`src/rtl/arbiter_pkg.sv`:
```
// Shared FSM state encodings and requester IDs for the instruction/data cache memory arbiter.
package arbiter_pkg;

  typedef enum logic [1:0] {
    IDLE   = 2'd0,
    BUSY_I = 2'd1,
    BUSY_D = 2'd2,
    DONE   = 2'd3
  } arb_state_e;

  typedef enum logic {
    ICACHE = 1'b0,
    DCACHE = 1'b1
  } req_id_e;

endpackage

```
`src/rtl/arb_priority_select.sv`:
```
// Picks the winning requester from two request lines.
// MEM_ARB_ROUND_ROBIN_EN selects alternating grants; otherwise the data cache has fixed priority.
module arb_priority_select
  import arbiter_pkg::*;
(
  input  logic    icache_req_i,
  input  logic    dcache_req_i,
  input  req_id_e last_grant_i,
  output req_id_e grant_o
);

`ifdef MEM_ARB_ROUND_ROBIN_EN
  always_comb begin
    grant_o = ICACHE;
    if (icache_req_i && dcache_req_i) begin
      // On contention, favour whoever was not served last.
      if (last_grant_i == ICACHE) begin
        grant_o = DCACHE;
      end else begin
        grant_o = ICACHE;
      end
    end else if (dcache_req_i) begin
      grant_o = DCACHE;
    end
  end
`else
  logic unused_last_grant;
  assign unused_last_grant = last_grant_i;

  always_comb begin
    grant_o = ICACHE;
    if (dcache_req_i) begin
      grant_o = DCACHE;
    end
  end
`endif

endmodule

```
`src/rtl/memory_arbiter.sv`:
```
// Arbitrates instruction and data cache requests onto one shared memory port.
// Define MEM_ARB_ROUND_ROBIN_EN for round-robin contention handling (default: data cache priority).
module memory_arbiter
  import arbiter_pkg::*;
#(
  parameter int ADDR_WIDTH = 32,
  parameter int DATA_WIDTH = 32
) (
  input  logic                  clk,
  input  logic                  reset,
  input  logic                  icache_read_request,
  input  logic [ADDR_WIDTH-1:0] icache_addr,
  output logic [DATA_WIDTH-1:0] icache_read_data,
  output logic                  icache_response,
  input  logic                  dcache_read_request,
  input  logic                  dcache_write_request,
  input  logic [ADDR_WIDTH-1:0] dcache_addr,
  input  logic [DATA_WIDTH-1:0] dcache_write_data,
  output logic [DATA_WIDTH-1:0] dcache_read_data,
  output logic                  dcache_response,
  output logic                  memory_read_request,
  output logic                  memory_write_request,
  output logic [ADDR_WIDTH-1:0] memory_addr,
  output logic [DATA_WIDTH-1:0] memory_write_data,
  input  logic [DATA_WIDTH-1:0] memory_read_data,
  input  logic                  memory_response
);

  arb_state_e            state_q;
  logic                  mem_rd_q;
  logic                  mem_wr_q;
  logic [ADDR_WIDTH-1:0] mem_addr_q;
  logic [DATA_WIDTH-1:0] mem_wdata_q;
  logic [DATA_WIDTH-1:0] icache_rdata_q;
  logic [DATA_WIDTH-1:0] dcache_rdata_q;
  logic                  icache_resp_q;
  logic                  dcache_resp_q;

  logic    dcache_req;
  req_id_e grant_d;
  req_id_e last_grant;

  assign dcache_req = dcache_read_request | dcache_write_request;

  arb_priority_select u_select (
    .icache_req_i (icache_read_request),
    .dcache_req_i (dcache_req),
    .last_grant_i (last_grant),
    .grant_o      (grant_d)
  );

`ifdef MEM_ARB_ROUND_ROBIN_EN
  req_id_e last_grant_q;
  assign last_grant = last_grant_q;

  always_ff @(posedge clk) begin
    if (reset) begin
      last_grant_q <= ICACHE;
    end else if (state_q == IDLE && (icache_read_request || dcache_req)) begin
      last_grant_q <= grant_d;
    end
  end
`else
  assign last_grant = ICACHE;
`endif

  always_ff @(posedge clk) begin
    if (reset) begin
      state_q        <= IDLE;
      mem_rd_q       <= 1'b0;
      mem_wr_q       <= 1'b0;
      mem_addr_q     <= '0;
      mem_wdata_q    <= '0;
      icache_rdata_q <= '0;
      dcache_rdata_q <= '0;
      icache_resp_q  <= 1'b0;
      dcache_resp_q  <= 1'b0;
    end else begin
      icache_resp_q <= 1'b0;
      dcache_resp_q <= 1'b0;
      case (state_q)
        IDLE: begin
          if (icache_read_request || dcache_req) begin
            if (grant_d == DCACHE) begin
              // A simultaneous read and write resolves to the write.
              state_q     <= BUSY_D;
              mem_addr_q  <= dcache_addr;
              mem_wdata_q <= dcache_write_data;
              mem_wr_q    <= dcache_write_request;
              mem_rd_q    <= ~dcache_write_request;
            end else begin
              state_q     <= BUSY_I;
              mem_addr_q  <= icache_addr;
              mem_wdata_q <= '0;
              mem_wr_q    <= 1'b0;
              mem_rd_q    <= 1'b1;
            end
          end
        end
        BUSY_I, BUSY_D: begin
          if (memory_response) begin
            mem_rd_q <= 1'b0;
            mem_wr_q <= 1'b0;
            state_q  <= DONE;
            if (state_q == BUSY_I) begin
              icache_rdata_q <= memory_read_data;
              icache_resp_q  <= 1'b1;
            end else begin
              dcache_rdata_q <= memory_read_data;
              dcache_resp_q  <= 1'b1;
            end
          end
        end
        DONE: begin
          state_q <= IDLE;
        end
        default: begin
          state_q <= IDLE;
        end
      endcase
    end
  end

  assign icache_read_data     = icache_rdata_q;
  assign icache_response      = icache_resp_q;
  assign dcache_read_data     = dcache_rdata_q;
  assign dcache_response      = dcache_resp_q;
  assign memory_read_request  = mem_rd_q;
  assign memory_write_request = mem_wr_q;
  assign memory_addr          = mem_addr_q;
  assign memory_write_data    = mem_wdata_q;

endmodule
```
`config.mk`:
```
export PLATFORM = sky130hd
export DESIGN_NAME = memory_arbiter
export DESIGN_NICKNAME = d
export VERILOG_FILES = /design/src/rtl/arbiter_pkg.sv /design/src/rtl/arb_priority_select.sv /design/src/rtl/memory_arbiter.sv
export SDC_FILE = /design/constraint.sdc
export NUM_CORES = 1
export LEC_CHECK = 0
export BUFFER_PORTS_ARGS = -buffer_cell sky130_fd_sc_hd__buf_2
export CELL_PAD_IN_SITES_DETAIL_PLACEMENT = 0
export CELL_PAD_IN_SITES_GLOBAL_PLACEMENT = 1
export CORE_MARGIN = 8
export CORE_UTILIZATION = 30
export CTS_BUF_LIST = sky130_fd_sc_hd__clkbuf_4 sky130_fd_sc_hd__clkbuf_8 sky130_fd_sc_hd__clkbuf_16
export CTS_CLUSTER_SIZE = 30
export DETAILED_ROUTE_END_ITERATION = 8
export PLACE_DENSITY_LB_ADDON = 0.1
export SLEW_MARGIN = 40
export SYNTH_ARGS = -nofsm -noshare
export SYNTH_HDL_FRONTEND = slang
export SYNTH_SLANG_ARGS = --single-unit
```
`constraint.sdc`:
```
create_clock -name clk -period 2.9 [get_ports clk]
set_input_delay 0.435 -clock clk [delete_from_list [all_inputs] [get_ports clk]]
set_output_delay 0.435 -clock clk [all_outputs]
set_load 0.02 [all_outputs]
```
; Word level (Yosys, flattened, before mapping)
; Cells that the tools add are included.
[word_totals]
inputBits = 134
latch_bits = 0
reg_bits = 134
memories = 0
ram_bits = 0
rom_bits = 0
elab_cells = 45
[classes]
n_shift = 0
div_mod_pow = 0
multipliers = 0
n_addsub = 0
mux = 16
reduce_logical = 10
order_cmp = 0
bitwise = 5
eq_ne = 5
[ops]
columns = op, count
row1 = $mux 32, 2
row2 = $reduce_and 3->1, 3
row3 = $mux 1, 8
row4 = $mux 2, 3
row5 = $pmux 2 s3, 1
row6 = $eq 2x2->1 const B, 2
row7 = $ne 2x2->1 const B, 2
row8 = $not 1->1, 4
row9 = $pmux 1 s2, 2
row10 = $reduce_and 2->1, 2
row11 = $reduce_or 3->1, 1
row12 = $eq 2x1->1 const B, 1
row13 = $logic_not 2->1, 1
row14 = $reduce_bool 2->1, 1
row15 = $reduce_or 2->1, 1
row16 = $logic_or 1x1->1, 1
row17 = $or 1x1->1, 1

; Longest topological paths before layout
[depth]
word_depth = 5
ltp_mapped = 7
mapped_depth_nobuf = 5

; Cells and area by module
; Synthesis repeated with hierarchy kept, for this count alone.
[unflattened]
hier_cells = 605
hier_area_um2 = 5270.1
[by_module_without_submodules]
columns = mod, area_each_um2, instances, seq_area_each_um2, cells_per_inst
row1 = memory_arbiter, 5262.5, 1, 2682.6, 604
row2 = arb_priority_select, 7.5, 1, 0.0, 1

; Least setup slack after synthesis
; No wires, ideal clock.
[synth_path]
path_type = input-to-reg
from = input dcache_write_request
to = register mem_addr_q[10] (netlist: memory_addr[10])
path_buffers = 3
setup_slack_ns = 1.371
setup_time_ns = 0.147
t_required_ns = 2.753
arrival_ns = 1.382
cell_stages = 6
path_cell_list = buf_4 > o31a_1 > buf_4 > buf_2 > nor2_1 > a311oi_2
[synth_between]
elab_chain_cells = 3
[synth_rtl]
columns = element, line
row1 = "start, declared", memory_arbiter.sv:16  ; input logic dcache_write_request,
row2 = $or 1x1->1 *, memory_arbiter.sv:43  ; assign dcache_req = dcache_read_request | dcache_write_request;
row3 = $mux 1 / $logic_or 1x1->1 (equally long branches), "arb_priority_select.sv:32, memory_arbiter.sv:83"
row4 = $mux 32 / $reduce_and 2->1 (equally long branches), -
row5 = "end signal, assigned", memory_arbiter.sv:87  ; mem_addr_q <= dcache_addr;
row6 = "end signal, assigned", memory_arbiter.sv:93  ; mem_addr_q <= icache_addr;
row7 = "end, declared", memory_arbiter.sv:32  ; logic [ADDR_WIDTH-1:0] mem_addr_q;
; Mark *: on every way between the ends. The rest lies on a longest branch, timed or not.
; A chain may end at the register's enable or synchronous reset.

; Worst setup path after layout
[layout_path]
from = register state_q[0]
to = register dcache_rdata_q[2] (netlist: dcache_read_data[2])
[layout_between]
elab_chain_cells = 3
[layout_rtl]
columns = element, line
row1 = "start, declared", memory_arbiter.sv:29  ; arb_state_e state_q;
row2 = "start signal, assigned", memory_arbiter.sv:69  ; state_q <= IDLE;
row3 = "start signal, assigned", memory_arbiter.sv:86  ; state_q <= BUSY_D;
row4 = "start signal, assigned", memory_arbiter.sv:92  ; state_q <= BUSY_I;
row5 = $eq 2x1->1 / $eq 2x2->1 (equally long branches), "memory_arbiter.sv:81, memory_arbiter.sv:105"
row6 = $reduce_or 2->1 / $not 1->1 (equally long branches), -
row7 = $reduce_and 3->1 (no source line) *, -
row8 = "end signal, assigned", memory_arbiter.sv:109  ; dcache_rdata_q <= memory_read_data;
row9 = "end, declared", memory_arbiter.sv:35  ; logic [DATA_WIDTH-1:0] dcache_rdata_q;
; Marked as above.

==> metrics <==
Num CTS Buffers=17; footprint of the multi-input gates=2221 um^2; PnR worst setup slack=0.9192 ns; Clock transition at path regs=~0.06 ns; crit end category=flop; Critical Path Start Type=flop; Post-Synth Simple-Gate Area=0.1647; largest net degree at the start of global routing=55; cell breakdown of the critical path=inv_1 -> ha_1 -> and3b_1 -> buf_4 -> nand2_1 -> a21oi_1; max cap viols=0; Rel. slew slack=0.5486; register area=2683 um^2; fillers=1792; total of hold buffers inserted after clock tree synthesis=0; slew of the pin with the lowest slew margin=0.6763 ns; Detailed Routing Iterations Pass 1=6; Mean Syn Cell Area=9.019 um^2; initial DRC count=~170; crit share post-route=0.6830; Synth area leaders=dfxtp_1 52%, nand2_1 12%, a311oi_2 9.3%; Switch Pwr=around 0.0027 W; worst-path fanout max=21; diode count=0; Routed WL=17.27 mm; Rows=between 40 and 50; xor/xnor share of the synthesized area=0; CP peak stage delay=0.51 ns; unrepaired setup endpoints after global routing=no; CTS max path bufs=2; Slew Limit Fails=0; switch share=0.3735; vias in the first global route=between 5000 and 6000; Synthesis Warnings=0; HPWL after detailed placement=between 10 and 15 mm; Reg power frac=0.343; first-pass GRT wire length=27.23 mm; Final Skew=0.009159 ns; combinational power share=0.348; largest family of logic cells by synthesized area=compound AO/OA/AOI/OAI gates; H-tree Lvls=4; FF-to-FF setup slack=about 0.9 ns; CP Class=reg -> reg; Post-Place Worst Slack=0.7032 ns; DR DRC count=0; ratio of cells with drive above 1 in the final layout=0.4157; Max Freq=504.8 MHz; CP delay by family, top=simple AND/OR/NAND/NOR gates; Avg WL per Cell=16.37 um; post-CTS setup buffer count=0; mux cell area share after synthesis=0.001940; port buffer count=265; gpl congestion=between 0.7 and 0.8; Pleak=between 3 and 4 nW; fraction of the mapped netlist area in adder cells=0.009702; HP Class=in -> reg; worst vdd ir=0.4566 mV; status=complete, no violations; number of synthesized flops with an enable pin=0; CP arrival=2.33 ns; cells after synthesis=572; final antenna-violating net count=0; routed vias=4973; Critical Path Slowest Stage Cell=and3b_1; Area Growth Syn to Fin=40.48%; vias per std cell=4.714; internal cell power=about 0.0046 W; CTS tree=done; Clock Sinks=134; post-synth top area cell=dfxtp_1; final hold viol count=0; I/O pin cnt=266; setup TNS=0 ns; Min Clock Period, post-route=1.981 ns; Clk pwr share=0.309; post-CTS resize count=0; Synth cell types=30; Skew-Pair Late Insertion Delay=0.42 ns; die height=147.1 um; asr flop ratio synth=0; placed insts=roughly 1000; PD cells=1008 nW/um^2; Core ar.=17060 um^2; register area share after synthesis=0.5200; Bufs and invs on worst path=2; GRT Util Overall=0.1574; syn nets=between 700 and 800; Compound-Gate Fraction of Synth Area=0.2527; Synth top area share=0.5200; Clock Root Buffer=clkbuf_16; Finish-stage setup viols=0; final hold slack=0.2342 ns; Initial Util=0.3025; GRT overflow=0; Non-Filler Instances=1055; area of the die=between 20000 and 25000 um^2; Layout Nets=955; top_reg_cell synth=dfxtp_1; CP required=3.25 ns; Die W=147.1 um; Synth Cell Area=around 5200 um^2; Synth Register Bits=around 130; antenna violations before repair=1
==> registers in the layout, indices dropped and copies added, names as in the netlist <==
| register | cells |
|---|---|
| memory_write_data | 32 |
| icache_read_data | 32 |
| memory_read_request | 1 |
| dcache_response | 1 |
| icache_response | 1 |
| dcache_read_data | 32 |
| memory_addr | 32 |
| memory_write_request | 1 |
| state_q | 2 |
==> power by group through the flow <==
stage	Sequential, W	Clock, W	Combinational [W]
after floorplan	0.00302	0	0.00129
after global placement	0.00254	0	0.00255
after detailed placement	0.00254	0	0.00258
after CTS	0.00251	0.00233	0.00258
after global routing	0.00256	0.00242	0.00278
final	0.00250	0.00226	0.00254
==> metrics by stage <==
stage                       util  instance area [um^2]  total power (W)
after global routing      0.4249                  7247         0.007765
final                     0.4249                  7247         0.007305
after global placement    0.3881                  6620         0.005083
after CTS                 0.4249                  7247         0.007420
after floorplan                -                  5159         0.004317
after detailed placement  0.3881                  6620         0.005116
==> cell type report <==
class,count,share of cell area
flip-flops and latches,134,0.3702
multi-input cells,385,0.3065
repair buffers,276,0.1965
clock buffers,18,0.06060
well taps,225,0.03885
clock inverters,14,0.02590
inverters,3,0.001554
==> worst reg2reg max path, cell delays in order (launching register included) <==
cell	delay, ns
dfxtp_1	0.37
inv_1	0.08
ha_1	0.38
and3b_1	0.51
buf_4	0.35
nand2_1	0.10
a21oi_1	0.12
==> cell families (layout without fill, tap and decap cells) <==
group / Yosys count / after routing
multiplexers: 1 / 1
buffers and inverters: 53 / 311
AND/OR/NAND/NOR: 211 / 211
AO/OA/AOI/OAI: 169 / 169
flip-flops: 134 / 134
adder cells (fa/ha/maj): 4 / 4
==> cells in the mapped netlist (2+ instances only) <==
cell	count
buf_4	3
nor2_2	2
nor2b_1	2
ha_1	4
dfxtp_1	134
buf_6	4
nand2_1	162
inv_1	3
a22o_1	32
buf_1	3
o21ai_0	35
nor2_1	34
buf_2	18
a21oi_1	66
a311oi_2	32
nand2b_1	3
clkbuf_1	22
==> path summary, 6_finish.rpt <==
path / endpoint / from / cells past startpoint
min: memory_write_data[17] / dcache_write_data[17] / 2
max reg2reg: dcache_read_data[2] / state_q[0] / 6
max: dcache_read_data[2] / state_q[0] / 6
min reg2reg: dcache_read_data[13] / dcache_read_data[13] / 2
==> routing by layer <==
metal,track usage,share of wire,vias up
met4,0.05507,0.018,2
li1,-,-,2465
met2,0.2599,0.48,180
met5,0,0.00075,-
met3,0.07352,0.088,23
met1,0.1746,0.42,2303
==> cells in the final DEF (no fill, tap or decap), types with 2 or more instances in the layout <==
cell,Yosys,final
inv_6,0,4
buf_2,18,264
bufinv_16,0,3
ha_1,4,4
nor2_1,34,34
a311oi_2,32,32
nor2b_1,2,2
inv_8,0,2
dfxtp_1,134,134
nand2b_1,3,3
nor2_2,2,2
a21oi_1,66,66
a22o_1,32,32
o21ai_0,35,35
nand2_1,162,162
buf_4,3,11
clkbuf_16,0,17
clkinvlp_4,0,3
inv_1,3,3
clkinv_4,0,2
Power figures use the tool's default switching activity.
